## config.mk

```make
export PLATFORM = sky130hd
export DESIGN_NAME = spi_io_register_bank
export DESIGN_NICKNAME = d
export VERILOG_FILES = /design/src/rtl/io_extend_pkg.sv /design/src/rtl/gpio_input_sync.sv /design/src/rtl/spi_io_register_bank.sv
export SDC_FILE = /design/constraint.sdc
export NUM_CORES = 1
export LEC_CHECK = 0
export BUFFER_PORTS_ARGS = -buffer_cell sky130_fd_sc_hd__buf_2
export CORE_MARGIN = 1.5
export CORE_UTILIZATION = 40
export CTS_CLUSTER_SIZE = 20
export DETAILED_ROUTE_END_ITERATION = 7
export GPL_TIMING_DRIVEN = 0
export HOLD_SLACK_MARGIN = 0.06
export MAX_ROUTING_LAYER = met4
export SLEW_MARGIN = 30
export SYNTH_ARGS = -nofsm -noshare
export SYNTH_HDL_FRONTEND = slang
export SYNTH_SLANG_ARGS = --single-unit
```

## constraint.sdc

```tcl
create_clock -name i_clk -period 1.8 [get_ports i_clk]
set_input_delay 0 -clock i_clk [delete_from_list [all_inputs] [get_ports i_clk]]
set_output_delay 0 -clock i_clk [all_outputs]
set_load 0.1 [all_outputs]
```

## src/rtl/io_extend_pkg.sv

```systemverilog
// Shared constants for the io-extend SPI register bank: register map,
// write-flag position and the default ID byte.
package io_extend_pkg;

  localparam int unsigned WR_FLAG_BIT = 7;

  localparam logic [6:0] REG_ID       = 7'h00;
  localparam logic [6:0] REG_OUT      = 7'h01;
  localparam logic [6:0] REG_DIR      = 7'h02;
  localparam logic [6:0] REG_IN       = 7'h03;
  localparam logic [6:0] REG_IRQ_STAT = 7'h04;
  localparam logic [6:0] REG_IRQ_MASK = 7'h05;
  localparam logic [6:0] REG_SCRATCH  = 7'h06;

  localparam logic [7:0] ID_VALUE_DEFAULT = 8'hA5;

endpackage

```

## src/rtl/gpio_input_sync.sv

```systemverilog
// Two-flop synchroniser for asynchronous GPIO pins, with an optional third
// flop that produces a one-cycle rising-edge strobe per pin.
module gpio_input_sync #(
  parameter int unsigned GPIO_W  = 8,
  parameter bit          EDGE_EN = 1'b1
) (
  input  logic              i_clk,
  input  logic              i_reset,
  input  logic [GPIO_W-1:0] i_pins,
  output logic [GPIO_W-1:0] o_sync,
  output logic [GPIO_W-1:0] o_rise
);

  logic [GPIO_W-1:0] r_s1;
  logic [GPIO_W-1:0] r_s2;

  // Metastability chain: r_s1 may go metastable, r_s2 is the usable copy.
  always_ff @(posedge i_clk or posedge i_reset) begin
    if (i_reset) begin
      r_s1 <= '0;
      r_s2 <= '0;
    end else begin
      r_s1 <= i_pins;
      r_s2 <= r_s1;
    end
  end

  assign o_sync = r_s2;

  if (EDGE_EN) begin : g_edge
    logic [GPIO_W-1:0] r_s3;

    // Delayed copy of the synchronised pins for rising-edge detection.
    always_ff @(posedge i_clk or posedge i_reset) begin
      if (i_reset) begin
        r_s3 <= '0;
      end else begin
        r_s3 <= r_s2;
      end
    end

    assign o_rise = r_s2 & ~r_s3;
  end else begin : g_no_edge
    assign o_rise = '0;
  end

endmodule

```

## src/rtl/spi_io_register_bank.sv

```systemverilog
// GPIO register bank behind the SPI slave byte-pair receiver. Commits a
// transaction on each rising edge of i_spi_data_ready and returns pipelined
// read data (register selected by the previous transaction).
// Optional interrupt logic (IRQ_STAT/IRQ_MASK/o_irq) is built when the macro
// IO_IRQ_EN is defined; otherwise those addresses read 0 and o_irq is 0.
module spi_io_register_bank
  import io_extend_pkg::*;
#(
  parameter int unsigned GPIO_W   = 8,
  parameter logic [7:0]  ID_VALUE = ID_VALUE_DEFAULT
) (
  input  logic              i_clk,
  input  logic              i_reset,
  input  logic [7:0]        i_spi_address,
  input  logic [7:0]        i_spi_data,
  input  logic              i_spi_data_ready,
  input  logic              i_spi_address_ready,
  output logic [7:0]        o_spi_data_in,
  input  logic [GPIO_W-1:0] i_gpio_in,
  output logic [GPIO_W-1:0] o_gpio_out,
  output logic [GPIO_W-1:0] o_gpio_oe,
  output logic              o_commit,
  output logic              o_irq
);

  logic              r_dr_q;
  logic              r_commit;
  logic [6:0]        r_rd_ptr;
  logic [GPIO_W-1:0] r_out;
  logic [GPIO_W-1:0] r_dir;
  logic [7:0]        r_scratch;
  logic [7:0]        r_data_in;

  logic              w_commit;
  logic              w_wr;
  logic [6:0]        w_addr;
  logic [GPIO_W-1:0] w_wdata;
  logic [GPIO_W-1:0] w_sync;
  logic [7:0]        w_stat_rd;
  logic [7:0]        w_mask_rd;
  logic [7:0]        w_rd_data;

  assign w_commit = i_spi_data_ready & ~r_dr_q;
  assign w_wr     = w_commit & i_spi_address[WR_FLAG_BIT];
  assign w_addr   = i_spi_address[6:0];
  assign w_wdata  = i_spi_data[GPIO_W-1:0];

`ifdef IO_IRQ_EN
  localparam bit EdgeEn = 1'b1;
  logic [GPIO_W-1:0] w_rise;
`else
  localparam bit EdgeEn = 1'b0;
  logic [GPIO_W-1:0] w_unused_rise;
`endif

  gpio_input_sync #(
    .GPIO_W  (GPIO_W),
    .EDGE_EN (EdgeEn)
  ) u_sync (
    .i_clk   (i_clk),
    .i_reset (i_reset),
    .i_pins  (i_gpio_in),
    .o_sync  (w_sync),
`ifdef IO_IRQ_EN
    .o_rise  (w_rise)
`else
    .o_rise  (w_unused_rise)
`endif
  );

  // Transaction detect and writes to the plain read/write registers.
  // r_dr_q resets to 1 so an idle CS at reset release is not a rising edge.
  always_ff @(posedge i_clk or posedge i_reset) begin
    if (i_reset) begin
      r_dr_q    <= 1'b1;
      r_commit  <= 1'b0;
      r_rd_ptr  <= '0;
      r_out     <= '0;
      r_dir     <= '0;
      r_scratch <= '0;
    end else begin
      r_dr_q   <= i_spi_data_ready;
      r_commit <= w_commit;
      if (w_commit) begin
        r_rd_ptr <= w_addr;
      end
      if (w_wr) begin
        case (w_addr)
          REG_OUT:     r_out     <= w_wdata;
          REG_DIR:     r_dir     <= w_wdata;
          REG_SCRATCH: r_scratch <= i_spi_data;
          default:     ;
        endcase
      end
    end
  end

`ifdef IO_IRQ_EN
  logic [GPIO_W-1:0] r_irq_stat;
  logic [GPIO_W-1:0] r_irq_mask;
  logic              r_irq;
  logic [GPIO_W-1:0] w_stat_clr;

  assign w_stat_clr = (w_wr && (w_addr == REG_IRQ_STAT)) ? w_wdata : '0;

  // Interrupt status/mask; a new edge overrides a W1C of the same bit.
  always_ff @(posedge i_clk or posedge i_reset) begin
    if (i_reset) begin
      r_irq_stat <= '0;
      r_irq_mask <= '0;
      r_irq      <= 1'b0;
    end else begin
      r_irq_stat <= (r_irq_stat & ~w_stat_clr) | w_rise;
      if (w_wr && (w_addr == REG_IRQ_MASK)) begin
        r_irq_mask <= w_wdata;
      end
      r_irq <= |(r_irq_stat & r_irq_mask);
    end
  end

  assign w_stat_rd = 8'(r_irq_stat);
  assign w_mask_rd = 8'(r_irq_mask);
  assign o_irq     = r_irq;
`else
  assign w_stat_rd = 8'h00;
  assign w_mask_rd = 8'h00;
  assign o_irq     = 1'b0;
`endif

  // Read mux addressed by the previous transaction's address.
  always_comb begin
    w_rd_data = 8'h00;
    case (r_rd_ptr)
      REG_ID:       w_rd_data = ID_VALUE;
      REG_OUT:      w_rd_data = 8'(r_out);
      REG_DIR:      w_rd_data = 8'(r_dir);
      REG_IN:       w_rd_data = 8'(w_sync);
      REG_IRQ_STAT: w_rd_data = w_stat_rd;
      REG_IRQ_MASK: w_rd_data = w_mask_rd;
      REG_SCRATCH:  w_rd_data = r_scratch;
      default:      w_rd_data = 8'h00;
    endcase
  end

  // Read data tracks the mux outside the data phase and freezes during it.
  always_ff @(posedge i_clk or posedge i_reset) begin
    if (i_reset) begin
      r_data_in <= 8'h00;
    end else if (!i_spi_address_ready) begin
      r_data_in <= w_rd_data;
    end
  end

  assign o_spi_data_in = r_data_in;
  assign o_gpio_out    = r_out;
  assign o_gpio_oe     = r_dir;
  assign o_commit      = r_commit;

endmodule

```

==> impl_results.md <==
- Synth Net Count: 189
- Pleak: 1.506 nW
- Initial Util: 41.54%
- Xor/xnor cell area share of the yosys netlist: 0%
- Status: completed
- Final Skew: 7.968 ps
- Buffers on Ports: 52
- Initial DRT Pass Iterations: 4
- GR Overflow Total: 0
- Most used cells in the layout excluding fill and tap cells: dfrtp_1, buf_2, mux2_2, dlygate4sd3_1, clkbuf_8
- Final instance area: 3126 µm²
- Yosys top cell area share: 61.27%
- Pwr Total: 2.830 mW
- Simple-Gate Fraction of Synth Area: 9.902%
- Compound-Gate Fraction of Synth Area: 8.096%
- CTS buffer count: 9
- Post-synthesis register bit count: 57
- Critical path's slowest cell: dfstp_2
- Largest net degree at the start of global routing: 41
- Worst Path Required: 2020 ps
- Initial drt markers: 71
- Ys Warns: 0
- Antenna cells: 0
- Flop pwr share: 49.0%
- Chip height: 78.62 µm
- Final core occ: 56.76%
- Initial antenna violation count: 0
- DR WL/cell: 14.89 µm
- Internal: 2.057 mW
- Worst-Skew Late Latency: 340 ps
- Post-synthesis mux area share: 16.74%
- Area grow syn2layout: 36.65%
- Final Setup Violations: 0
- Global placer's final weighted congestion: 0.7345
- Max Freq: 573.9 MHz
- RR Startpoint: r_dr_q
- Placed Area: 2660 µm²
- Max VDD drop: 517.1 µV
- Share of cells above drive strength 1: 44.96%
- Switching share of power: 27.30%
- Max-Cap Viols: 0
- Synth area leader: dfrtp_1
- Max_slew headroom: 54.96%
- Seq/Total Area, Yosys: 62.42%
- Avg Cell Area, Syn: 14.21 µm²
- Main combinational cell family by area after synthesis: multiplexers
- Distinct cell type count of the synthesized netlist: 35
- Number of nets in the layout: 281
- Site row count: 27
- Placed Cells: 286
- Final Max Slew Viols: 0
- Routed vias/inst: 4.803
- Vias in the first global route: 1604
- Non-Filler Instances: 330
- Minimum clock period: 1743 ps
- Critical path arrival: 1960 ps
- Launch point of the worst path: r_dr_q
- Power share of the clock group: 37.1%
- Combinational share of power: 13.9%
- Die ar.: 6180 µm²
- Commonest non-fill, non-tap cell in the layout: dfrtp_1
- Sw power: 772.6 µW
- Slew at the pin closest to its max-slew limit: 673.1 ps
- Post-Route WL: 4.913 mm
- Root Buffer: clkbuf_8
- Crit-path max FO: 9
- Final Cycle Share: 96.81%
- Critical path launch point type: register
- Vias: 1585
- Fin. Hold Viols: 0
- Worst-path clk slew: 70 ps
- Die W: 78.62 µm
- Critical path type: reg -> reg
- Detailed placement HPWL: 3.291 mm
- I/O pin cnt: 54
- RSZ-0062 raised after global routing: true
- Worst stage delay on the critical path: 360 ps
- H-tree depth: 3
- Crit end category: register
- Post-route DRC: 0
- Power Density: 905.4 nW/µm²
- CTS tree: yes
- Hold Path Class: in -> async
- CTS Sinks: 57
- Crit-path cells: nor2b_2, buf_6, nand3_2, nor4b_4, buf_4, mux2_2
- Overall routing resource usage: 17.78%
- Synth top area cells: dfrtp_1, mux2_2, o21ai_0, a32oi_1, nor4b_4
- Hold slack final: 142.2 ps
- Antenna Nets Post-Route: 0
- Max clock buf depth: 2
- Synthesized netlist cell count: 161
- Synth Cell Area: 2287 µm²
- CORE AREA: 5507 µm²
- Adder-cell area share of the yosys netlist: 0%
- Global-route wire length before repair: 7.866 mm
-- path summary, 6_finish.rpt --
check | to | slack (ps) | cells after the start
max | o_gpio_oe[2] | 60 | 6
min | r_scratch[6] | 140 | 3
min reg2reg | u_sync.o_sync[2] | 340 | 0
max in group asynchronous | r_scratch[1] | 1170 | 4
max reg2reg | o_gpio_oe[2] | 60 | 6
min in group i_clk | o_spi_data_in[7] | 140 | 4
-- sequential cells by signal, summed over array words and instances (netlist names) --
name           count
r_scratch          8
o_gpio_out         8
r_rd_ptr           7
u_sync.r_s1        8
o_spi_data_in      8
o_gpio_oe          8
o_commit           1
r_dr_q             1
u_sync.o_sync      8
-- per-stage QoR --
step / setup TNS (ps) / worst slack, ps
5_1_grt: -10.27 / -7.497
3_5_place_dp: -2322 / -177.1
2_1_floorplan: 0 / 136.5
3_3_place_gp: -21480 / -343.9
6_report: 0 / 57.50
4_1_cts: 0 / 14.05
-- layer usage --
metal / up-vias / track usage, % / share of wire (%)
met4: 0 / 7.500 / 1.7
met5: - / - / 0
met1: 767 / 21.84 / 47
met2: 36 / 27.50 / 47
li1: 774 / - / -
met3: 8 / 5.116 / 4.6
-- Yosys cell counts --
master / instances
a21oi_1: 1
a221o_1: 1
a22oi_1: 6
a32oi_1: 6
and3_1: 1
and4_1: 1
buf_2: 1
buf_4: 1
buf_6: 1
clkbuf_1: 4
conb_1: 1
dfrtp_1: 56
dfstp_2: 1
inv_1: 6
mux2_1: 1
mux2_2: 33
nand2_1: 3
nand2b_1: 6
nand3_1: 1
nand3_2: 1
nand3b_1: 2
nand4_1: 1
nand4b_1: 1
nor2_1: 2
nor2b_1: 1
nor2b_2: 1
nor3_1: 1
nor3b_1: 1
nor3b_2: 1
nor4_1: 1
nor4b_4: 2
nor4bb_1: 1
o21ai_0: 11
o221ai_1: 2
or2_2: 1
-- kinds of logic after synthesis --
| family | Yosys count |
|---|---|
| multiplexers | 34 |
| AO/OA/AOI/OAI | 27 |
| AND/OR/NAND/NOR | 29 |
| flip-flops | 57 |
| buffers and inverters | 13 |
| other | 1 |
-- critical path, delay by kind of cell, from the launching register on --
| kind | cells | cell delay [ps] |
|---|---|---|
| flip-flops | 1 | 360 |
| AND/OR/NAND/NOR | 3 | 570 |
| multiplexers | 1 | 330 |
| buffers and inverters | 2 | 360 |
-- power by group through the flow --
stage | logic, mW | registers, mW | clock network (mW)
floorplan | 0.149 | 1.50 | 0
CTS | 0.396 | 1.39 | 1.07
detailed placement | 0.353 | 1.41 | 0
global route | 0.426 | 1.39 | 1.14
finish | 0.393 | 1.39 | 1.05
global placement | 0.345 | 1.41 | 0
-- what timing repair did --
action	in CTS	in global routing
buffers inserted	3	0
gates resized for setup	0	4
setup endpoints to repair	16	19
endpoints found under the hold margin	97	0
pin swaps	2	1
hold buffers	25	0
-- cell type report --
cell class,instances,area (µm²)
Buffer,7,40.04
Clock buffer,13,158.9
Clock inverter,3,15.01
Fill cell,484,2381
Inverter,6,25.02
Multi-Input combinational cell,91,803.3
Sequential cell,57,1428
Tap cell,72,90.09
Timing Repair Buffer,81,565.5
Note: power is estimated with default switching activity, not from simulation.
